**src/rtl/uart_receiver.sv**
```systemverilog
// uart_receiver: UART receive path with a 2-flop input synchronizer and mid-bit sampling.
// 8N1 by default; define UART_RX_PARITY_EN for 8E1 frames with parity_err reporting.
module uart_receiver #(
    parameter int CLKS_PER_BIT = 868
) (
    input  logic       clk,
    input  logic       rst_n,
    input  logic       rx,
    output logic [7:0] data,
    output logic       valid,
    output logic       busy,
    output logic       frame_err,
    output logic       parity_err
);
    localparam int CNT_W = $clog2(CLKS_PER_BIT);
    localparam logic [CNT_W-1:0] HALF_LAST = CNT_W'(CLKS_PER_BIT / 2 - 1);
    localparam logic [CNT_W-1:0] BIT_LAST  = CNT_W'(CLKS_PER_BIT - 1);
    localparam logic [CNT_W-1:0] CNT_ONE   = CNT_W'(1);

    typedef enum logic [2:0] {
        IDLE,
        START,
        DATA,
`ifdef UART_RX_PARITY_EN
        PARITY,
`endif
        STOP,
        WAIT_HIGH
    } state_t;

    state_t           state, state_n;
    logic             rx_p0, rx_s;
    logic [CNT_W-1:0] cnt, cnt_n;
    logic [2:0]       bit_cnt, bit_cnt_n;
    logic [7:0]       shift, shift_n;
    logic [7:0]       data_n;
    logic             valid_n, frame_err_n, parity_err_n;
    logic             par_bad;

    always_ff @(posedge clk) begin
        if (!rst_n) begin
            rx_p0      <= 1'b1;
            rx_s       <= 1'b1;
            state      <= IDLE;
            cnt        <= '0;
            bit_cnt    <= '0;
            shift      <= '0;
            data       <= '0;
            valid      <= 1'b0;
            frame_err  <= 1'b0;
            parity_err <= 1'b0;
        end else begin
            rx_p0      <= rx;
            rx_s       <= rx_p0;
            state      <= state_n;
            cnt        <= cnt_n;
            bit_cnt    <= bit_cnt_n;
            shift      <= shift_n;
            data       <= data_n;
            valid      <= valid_n;
            frame_err  <= frame_err_n;
            parity_err <= parity_err_n;
        end
    end

`ifdef UART_RX_PARITY_EN
    logic par_err_q, par_err_n;

    always_ff @(posedge clk) begin
        if (!rst_n) begin
            par_err_q <= 1'b0;
        end else begin
            par_err_q <= par_err_n;
        end
    end

    assign par_bad = par_err_q;
`else
    assign par_bad = 1'b0;
`endif

    assign busy = (state != IDLE);

    always_comb begin
        state_n      = state;
        cnt_n        = cnt + CNT_ONE;
        bit_cnt_n    = bit_cnt;
        shift_n      = shift;
        data_n       = data;
        valid_n      = 1'b0;
        frame_err_n  = 1'b0;
        parity_err_n = 1'b0;
`ifdef UART_RX_PARITY_EN
        par_err_n    = par_err_q;
`endif
        case (state)
            IDLE: begin
                cnt_n = '0;
                if (!rx_s) begin
                    state_n   = START;
                    bit_cnt_n = '0;
                end
            end
            // Half a bit into the start bit; a high line here was only a glitch.
            START: begin
                if (cnt == HALF_LAST) begin
                    cnt_n   = '0;
                    state_n = rx_s ? IDLE : DATA;
                end
            end
            DATA: begin
                if (cnt == BIT_LAST) begin
                    cnt_n     = '0;
                    shift_n   = {rx_s, shift[7:1]};
                    bit_cnt_n = bit_cnt + 3'd1;
                    if (bit_cnt == 3'd7) begin
`ifdef UART_RX_PARITY_EN
                        state_n = PARITY;
`else
                        state_n = STOP;
`endif
                    end
                end
            end
`ifdef UART_RX_PARITY_EN
            PARITY: begin
                if (cnt == BIT_LAST) begin
                    cnt_n     = '0;
                    par_err_n = rx_s ^ (^shift);
                    state_n   = STOP;
                end
            end
`endif
            // Leaving at mid-stop-bit gives half a bit of margin for a back-to-back start.
            STOP: begin
                if (cnt == BIT_LAST) begin
                    cnt_n = '0;
                    if (rx_s) begin
                        state_n = IDLE;
                        if (par_bad) begin
                            parity_err_n = 1'b1;
                        end else begin
                            valid_n = 1'b1;
                            data_n  = shift;
                        end
                    end else begin
                        state_n      = WAIT_HIGH;
                        frame_err_n  = 1'b1;
                        parity_err_n = par_bad;
                    end
                end
            end
            WAIT_HIGH: begin
                cnt_n = '0;
                if (rx_s) begin
                    state_n = IDLE;
                end
            end
            default: begin
                cnt_n   = '0;
                state_n = IDLE;
            end
        endcase
    end

endmodule

```
**config.mk**
```make
export PLATFORM = sky130hd
export DESIGN_NAME = uart_receiver
export DESIGN_NICKNAME = d
export VERILOG_FILES = /design/src/rtl/uart_receiver.sv
export SDC_FILE = /design/constraint.sdc
export NUM_CORES = 1
export LEC_CHECK = 0
export ABC_AREA = 0
export CORE_MARGIN = 4
export CORE_UTILIZATION = 50
export DETAILED_ROUTE_END_ITERATION = 16
export GPL_TIMING_DRIVEN = 0
export PLACE_DENSITY = 0.75
export SLEW_MARGIN = 20
export SYNTH_ARGS = -nofsm -noshare
export SYNTH_HDL_FRONTEND = slang
export SYNTH_SLANG_ARGS = --single-unit
```
**constraint.sdc**
```tcl
create_clock -name clk -period 1.7 [get_ports clk]
set_input_delay 0.255 -clock clk [delete_from_list [all_inputs] [get_ports clk]]
set_output_delay 0.255 -clock clk [all_outputs]
set_load 0.05 [all_outputs]
```
==> impl.org, run 1 <==
** GRT
- All-Layer GR Usage :: 0.170
- M1 GR Usage :: 0.204
- In the global route stage, met3 resource usage came out at 0.0426.
- Met2 layer usage reported by global route :: 0.283
- Most utilized layer in the global route result :: met2
- The initial antenna violation count was 0.
- Largest net degree at the start of global routing :: 12
- Sum of overflow across all layers after global routing :: 0
- The first global-routing pass estimated 5.43 mm of wire.
- The via count of the first global-routing pass was 1,190.

** Synth
- The average instance in the mapped netlist occupies 9.82 sq um.
- In this run, distinct cell masters in the synthesized netlist total 34.
- Combinational family with the most area after synthesis :: simple AND/OR/NAND/NOR gates
- Of the total synthesized cell area, the portion taken by AND, OR, NAND and NOR gates is 0.240.
- Fraction of the mapped netlist area in compound gates :: 0.0544
- Of the synthesized area, sequential elements account for 0.468.
- Synthesis warning total :: 0
- Synthesis handed over a netlist of 157 instances.
- After synthesis the cells add up to 1540 sq um.
- Of the total synthesized cell area, the portion taken by full adders, half adders and majority gates is 0.0325.
- Fraction of synthesized cell area in xor and xnor cells :: 0.0455
- Of the post-synthesis cell area, the part taken by muxes is 0.117.
- Synthesized netlist net count :: 164
- Flops & latches, synth :: 36

** STA
- Setup violations remaining at the end of the flow were counted as 22.
- The final hold violation count came to 0.
- F_max :: 539 MHz
- RSZ-0062 raised after global routing :: true
- Worst-case clock skew :: 0.00653 ns
- Of the available clock period, the critical path in the final layout requires 1.09.
- Setup slack on the critical path of the routed design comes to -0.157 ns.
- Counting I/O delays and the setup requirement, the final critical path takes 1.86 ns.
- The number of max-slew violations in the final report was 0.

** Cells and area
- Leaving out fill and tap cells, the most frequent cell in the layout is dfxtp_1.
- Inserted Diodes :: 0
- Area of combinational cells with multiple inputs :: 851 sq um
- The filler cells instantiated in the layout total 223.
- Register Area :: 728 sq um
- In the layout the commonest cells are dfxtp_1, mux2i_1, nor2b_1.
- Leaving out filler cells and counting taps, the final layout contains 217.
- The final layout contains 192 nets.
- Of the cells placed in the final design, the portion with a size suffix greater than 1 is 0.199.
- Area Overhead vs Synth :: 27.4%

** Worst hold path
- The min-delay analysis places its worst path in the category reg -> reg.
- Source of the worst hold timing path :: rx_p0$_SDFF_PN1_

** Floorplanning
- The die covers 4040 sq um.
- Number of placed I/O pins :: 15
- Area of the placeable core :: 2850 sq um
- Horiz. Die Dim :: 63.5 microns
- Starting density of the core :: 0.540
- # rows :: 19
- The die is 63.5 microns tall.

** Worst setup path
- Critical Path Max Stage Delay :: 0.50 ns
- The worst register-to-register path begins at cnt[0]$_SDFF_PN0_.
- Most prevalent standard cell on the critical path :: nand3_2
- In this run the worst setup path begins at cnt[0]$_SDFF_PN0_.
- CP Class :: reg -> reg
- The slowest stage of the critical path is the or4_4 cell.
- Crit Path Max Fanout :: 5
- Data on the critical path arrives at its endpoint at 2.11 ns.
- The worst setup path is captured at a flop.
- STA classifies the critical path startpoint as a flop.
- STA puts the critical path data required time at 1.95 ns.
- Cell-by-cell listing of the critical path :: ha_4, and4bb_1, nand3_2, or4_4, buf_8, buf_4, nand3_2, o21ai_2

** Placement
- Routability congestion estimate from global placement :: 0.816
- Number of placed instances with taps included :: 201
- Summed over all nets, the half-perimeter wirelength after detailed placement is 1.92 mm.
- During placement, the flow inserted port buffers numbering 13.

** Detailed routing
- Total Routed Length :: 3.03 mm
- DRT antenna net count :: 0
- Across all layers, the routed design uses 1,149 vias.
- Initial DRC Count :: 80
- Post-route DRC :: 0
- Before antenna repair, the detailed router went through 4 iterations.
- Via density per instance :: 5.29
- In the final routed layout, each cell accounts on average for 14.0 microns.

** Clocking
- Cts hold-fix bufs :: 0
- TritonCTS built the clock tree.
- In this run, CTS created clock tree buffers numbering 5.
- Clock-pin slew was measured on the worst setup and hold paths at 0.11 ns.
- Clock latency on the worst-skew pair, taken at its later pin, is 0.34 ns.
- Clk root buf :: clkbuf_4
- The clock passes through at most 2 buffers.
- The H-tree generated during clock tree synthesis spans 2 levels.
- Number of sinks handled by clock tree synthesis :: 36

** Pwr
- After layout, the design draws a total of 1.50 mW.
- VDD sags by at most 0.670 mV.
- Leakage power summed over all cells :: 0.787 nW
- Power spread over the standard cell area amounts to 764 nW/um^2.

** Run status
- Violated checks :: negative setup slack
- The run finished, with violations left.

** Run
- Max capacitance violation total :: 0
==> registers in the layout (all words and copies together), names as in the netlist <==
name and flops:
bit_cnt 3, shift 8, data 8, rx_s 1
state 3, rx_p0 1, cnt 10, valid 1
frame_err 1
==> kinds of logic after synthesis <==
family,Yosys count
other,1
multiplexers,18
AND/OR/NAND/NOR,65
flip-flops,36
buffers and inverters,13
XOR/XNOR,8
AO/OA/AOI/OAI,12
adder cells (fa/ha/maj),4
==> layer usage <==
layer	wire, microns	part of all wire	up-vias
met5	0	0	-
met4	49	0.016	0
met3	91	0.030	5
met2	1490	0.49	16
met1	1400	0.46	541
li1	-	-	587
==> worst paths after layout <==
path,to,slack (ns),cells past startpoint
worst max-delay path,bit_cnt[2]$_SDFFE_PN0P_,-0.16,8
worst max register to register,bit_cnt[2]$_SDFFE_PN0P_,-0.16,8
worst min register to register,rx_s$_SDFF_PN1_,0.43,1
worst min-delay path,rx_s$_SDFF_PN1_,0.43,1
==> per-stage QoR <==
step	util	hold WS, ns	instance area, sq um	setup TNS (ns)	setup slack (ns)
after global placement	0.608	0.398	1730	-3.15	-0.201
after detailed placement	0.608	0.400	1730	-4.03	-0.242
after floorplan	-	0.328	1570	-0.497	-0.0889
after CTS	0.684	0.432	1950	-1.21	-0.146
final	0.688	0.428	1960	-1.41	-0.157
after global routing	0.688	0.451	1960	-4.67	-0.233
==> synthesized netlist by cell type <==
master    count  area, sq um
dfxtp_1      36          721
mux2i_1      18          180
nor2b_1      16          100
nor2_1       15         56.3
nand2_1       8         30.0
nand3_1       6         30.0
clkbuf_1      5         18.8
nand2b_1      5         31.3
o21ai_0       5         25.0
xnor2_1       5         43.8
ha_1          4         50.1
inv_1         4         15.0
or4_1         3         22.5
xor2_1        3         26.3
and2_1        2         12.5
and4_1        2         17.5
buf_2         2         10.0
or3_1         2         12.5
a211o_1       1         8.76
a21boi_1      1         7.51
a21oi_1       1         5.00
a311o_1       1         10.0
and3_1        1         6.26
and4bb_1      1         12.5
buf_4         1         7.51
buf_6         1         11.3
conb_1        1         3.75
nand3_2       1         10.0
nor3b_2       1         12.5
nor4_1        1         6.26
nor4bb_1      1         10.0
o21bai_1      1         7.51
o311ai_1      1         8.76
o41a_1        1         11.3
==> area by class of cell <==
class                      count  area share
multi-input combinational    108       0.433
sequential                    36       0.371
timing repair buffer          22       0.104
buffer                         8      0.0255
clock buffer                   6      0.0210
tap                           31      0.0198
clock inverter                 2      0.0178
inverter                       4     0.00765
==> repair_timing <==
item                                    4_1_cts  5_1_grt
endpoints found under the setup margin       43       33
gates resized for setup                      36        5
cloned                                        1        0
setup buffers                                 6        2
pin swaps                                     7        1
==> critical path, delay by kind of cell (launching register included) <==
kind / cells / cell delay [ns]
compound gates: 1 / 0.05
fa+ha+maj: 1 / 0.13
buf+inv: 2 / 0.29
flops: 1 / 0.40
simple gates: 4 / 0.90
==> power breakdown <==
group	switching (mW)	total, mW	internal [mW]
Clock	0.287	0.596	0.308
Sequential	0.00236	0.845	0.843
Combinational	0.0326	0.0586	0.0260
No activity file was read; power rests on OpenSTA's default activity.
==> inputs of run 2 (changes only) <==
--- a/config.mk
+++ b/config.mk
@@ -6,12 +6,12 @@
 export NUM_CORES = 1
 export LEC_CHECK = 0
 export ABC_AREA = 0
-export CORE_MARGIN = 4
 export CORE_UTILIZATION = 50
 export DETAILED_ROUTE_END_ITERATION = 16
 export GPL_TIMING_DRIVEN = 0
+export HOLD_SLACK_MARGIN = 0.02
 export PLACE_DENSITY = 0.75
-export SLEW_MARGIN = 20
+export SLEW_MARGIN = 0
 export SYNTH_ARGS = -nofsm -noshare
 export SYNTH_HDL_FRONTEND = slang
 export SYNTH_SLANG_ARGS = --single-unit
==> impl.org, run 2 (synthesis gave the netlist of run 1 again) <==
** Run status
- Result of the run :: complete, but fails checks
- The final reports fail on design-rule violations, negative setup slack.

** Pwr
- The reported leakage power is 0.771 nW (-2.0%).
- The portion of total power attributed to combinational logic is 0.049 (+0.010).
- PD cells :: 712 nW/um^2 (-6.8%)
- The proportion of power drawn by flip-flops and latches came to 0.606 (+0.042).
- The largest vdd supply drop is 0.546 mV (-18%).
- The switching portion of total power is 0.229 (+0.0143).
- The total internal power was 1.08 mW (-8.4%).
- Net load switching power :: 0.321 mW (-0.50%)
- Clk network pwr share :: 0.345 (-0.052)
- The total power was 1.40 mW (-6.7%).

** Worst setup path
- CP Class :: reg -> out
- The highest net fanout along the worst path is 10 (+5).
- CP required :: 1.44 ns (-0.51 ns)
- The worst setup path is captured at a primary output.
- Critical Path Max Stage Delay :: 0.37 ns (-0.13 ns)
- Among all stages on the critical path, the largest delay is contributed by or3_1.
- Startpoint class of the critical path :: flop
- The signal on the critical path passes through clkbuf_2, or3_1, clkdlybuf4s15_2.
- Worst path arrival time :: 1.58 ns (-0.53 ns)

** GRT
- The global-route usage over all layers was 0.196 (+0.0264).
- The via count of the first global-routing pass came to 1,170 (-1.7%).
- Largest net degree at the start of global routing :: 12 (unchanged)
- Sum of overflow across all layers after global routing :: 0 (unchanged)
- The global-route wire length before repair came to 4.93 mm (-9.2%).
- The initial antenna violation count came to 0 (unchanged).

** Clocking
- Number of sinks handled by clock tree synthesis :: 36 (unchanged)
- The number of levels in the clock H-tree came to 2 (unchanged).
- Clk root buf :: clkbuf_4
- The cts-stage hold buffer count is 0 (unchanged).
- The maximum clock path buffer count was 2 (unchanged).
- TritonCTS built the clock tree.
- Total clock buffers created by CTS :: 5 (unchanged)
- Insertion delay of the later-clocked pin in the worst-skew pair :: 0.34 ns (about the same)
- Clock slew seen by the registers of the worst setup and hold paths :: 0.10 ns (about the same)

** Detailed routing
- DRT antenna net count :: 0 (unchanged)
- Initial DRC Count :: 25 (-69%)
- Total Routed Length :: 2.92 mm (-3.8%)
- The detailed-router iteration count before antenna repair was 10 (+6).
- The post-route DRC violation count came to 2 (+2).
- Via density per instance :: 5.50 (+3.9%)
- Overall via count from detail_route :: 1,183 (+3.0%)
- The mean routed wirelength per cell came to 13.6 microns (-2.9%).

** Floorplanning
- Starting density of the core :: 0.545 (+0.00454)
- # rows :: 19 (unchanged)
- Die Y-Extent :: 57.5 microns (-9.4%)
- Area of the die :: 3310 sq um (-18%)
- The horizontal die dimension came to 57.5 microns (-9.4%).
- The count of boundary I/O pins is 15 (unchanged).
- Area of the placeable core :: 2830 sq um (-0.83%)

** STA
- Worst Setup Slack, final :: -0.131 ns (+0.0262 ns)
- Fraction of the cycle the final worst path needs :: 1.08 (-0.0154)
- The setup total negative slack is -1.50 ns (-0.0981 ns).
- The post-route minimum period was 1.83 ns (-0.0262 ns).
- The final count of negative-setup-slack endpoints was 21 (-4.5%).
- RSZ-0062 raised after global routing :: true
- Final Hold Vio Count :: 0 (unchanged)
- Final max-slew violation count :: 0 (unchanged)
- The tightest hold margin is 0.419 ns (-0.00916 ns).
- F_max :: 546 MHz (+1.4%)
- The worst setup skew after layout was 0.00564 ns (-0.000888 ns).

** Cells and area
- Flip-flop count of the largest register, all copies and words added :: 10 (unchanged)
- The count of antenna diodes in the layout is 0 (unchanged).
- Design Area, Final :: 1960 sq um (about the same)
- # nets final :: 190 (-1.0%)
- Leaving out fill and tap cells, the most frequent cell in the layout is dfxtp_1.
- Area Overhead vs Synth :: 27.4% (about the same)
- The proportion of layout cells with a drive suffix above 1 was 0.212 (+0.0130).
- Registers with the most flip-flops :: cnt: 10 flops, data: 8 flops, shift: 8 flops
- The top cell types in the final layout, fill and taps aside, are dfxtp_1, mux2i_1, nor2b_1.
- Post-route insts no fill :: 215 (-0.92%)
- Reg with most FFs :: cnt

** Placement
- Number of placed instances with taps included :: 201 (unchanged)
- The area after detailed placement came to 1730 sq um (unchanged).
- The number of port buffers was 13 (unchanged).
- Final HPWL DP :: 1.86 mm (-3.1%)
- Routability congestion estimate from global placement :: 0.806 (-1.2%)

** Run
- The number of maximum-capacitance violations is 0 (unchanged).

** Worst hold path
- The min-delay analysis places its worst path in the category reg -> reg.
## run 2: what timing repair did
item / in CTS / in global routing
gates cloned: 1 / 0
setup buffers: 5 / 3
pin swaps: 7 / 4
setup endpoints to repair: 43 / 34
resized for setup: 33 / 12
## run 2: layout make-up
type                    count  area (sq um)
multi-input cells         108           883
fillers                   224           865
flip-flops and latches     36           729
repair buffers             22           194
clock buffers               7          55.1
plain buffers               6          38.8
well taps                  31          38.8
inverters                   4          17.5
clock inverters             1          7.51
## run 2: per-layer routing
layer | global-route usage | part of all wire | vias to the layer above
li1 | - | - | 588
met1 | 0.232 | 0.47 | 568
met2 | 0.324 | 0.46 | 17
met3 | 0.0476 | 0.032 | 10
met4 | 0.115 | 0.029 | 0
met5 | 0 | 0 | -
## run 2: power groups by stage
stage          Sequential [mW]  Clock [mW]  Combinational [mW]
3_5_place_dp             0.866           0              0.0513
4_1_cts                  0.847       0.501              0.0638
6_report                 0.848       0.483              0.0681
3_3_place_gp             0.866           0              0.0504
2_1_floorplan            0.865           0              0.0368
5_1_grt                  0.849       0.534              0.0722
## run 2: worst max-delay path: cells and delay by family (launching register included)
family / cells / cell delay [ns]
flip-flops: 1 / 0.34
AND/OR/NAND/NOR: 1 / 0.37
buffers and inverters: 2 / 0.54
## run 2: metrics by stage
step / utilization / setup slack, ns
floorplan: - / -0.0889
global placement: 0.613 / -0.207
detailed placement: 0.613 / -0.235
CTS: 0.671 / -0.170
global route: 0.694 / -0.192
finish: 0.694 / -0.131
## run 2: worst paths after layout
kind	start	slack, ns	endpoint	cells past startpoint
max	state[2]$_SDFFE_PN0P_	-0.13	busy	3
min	rx_p0$_SDFF_PN1_	0.42	rx_s$_SDFF_PN1_	1
max reg2reg	cnt[1]$_SDFF_PN0_	-0.13	shift[4]$_SDFFE_PN0P_	7
min reg2reg	rx_p0$_SDFF_PN1_	0.42	rx_s$_SDFF_PN1_	1
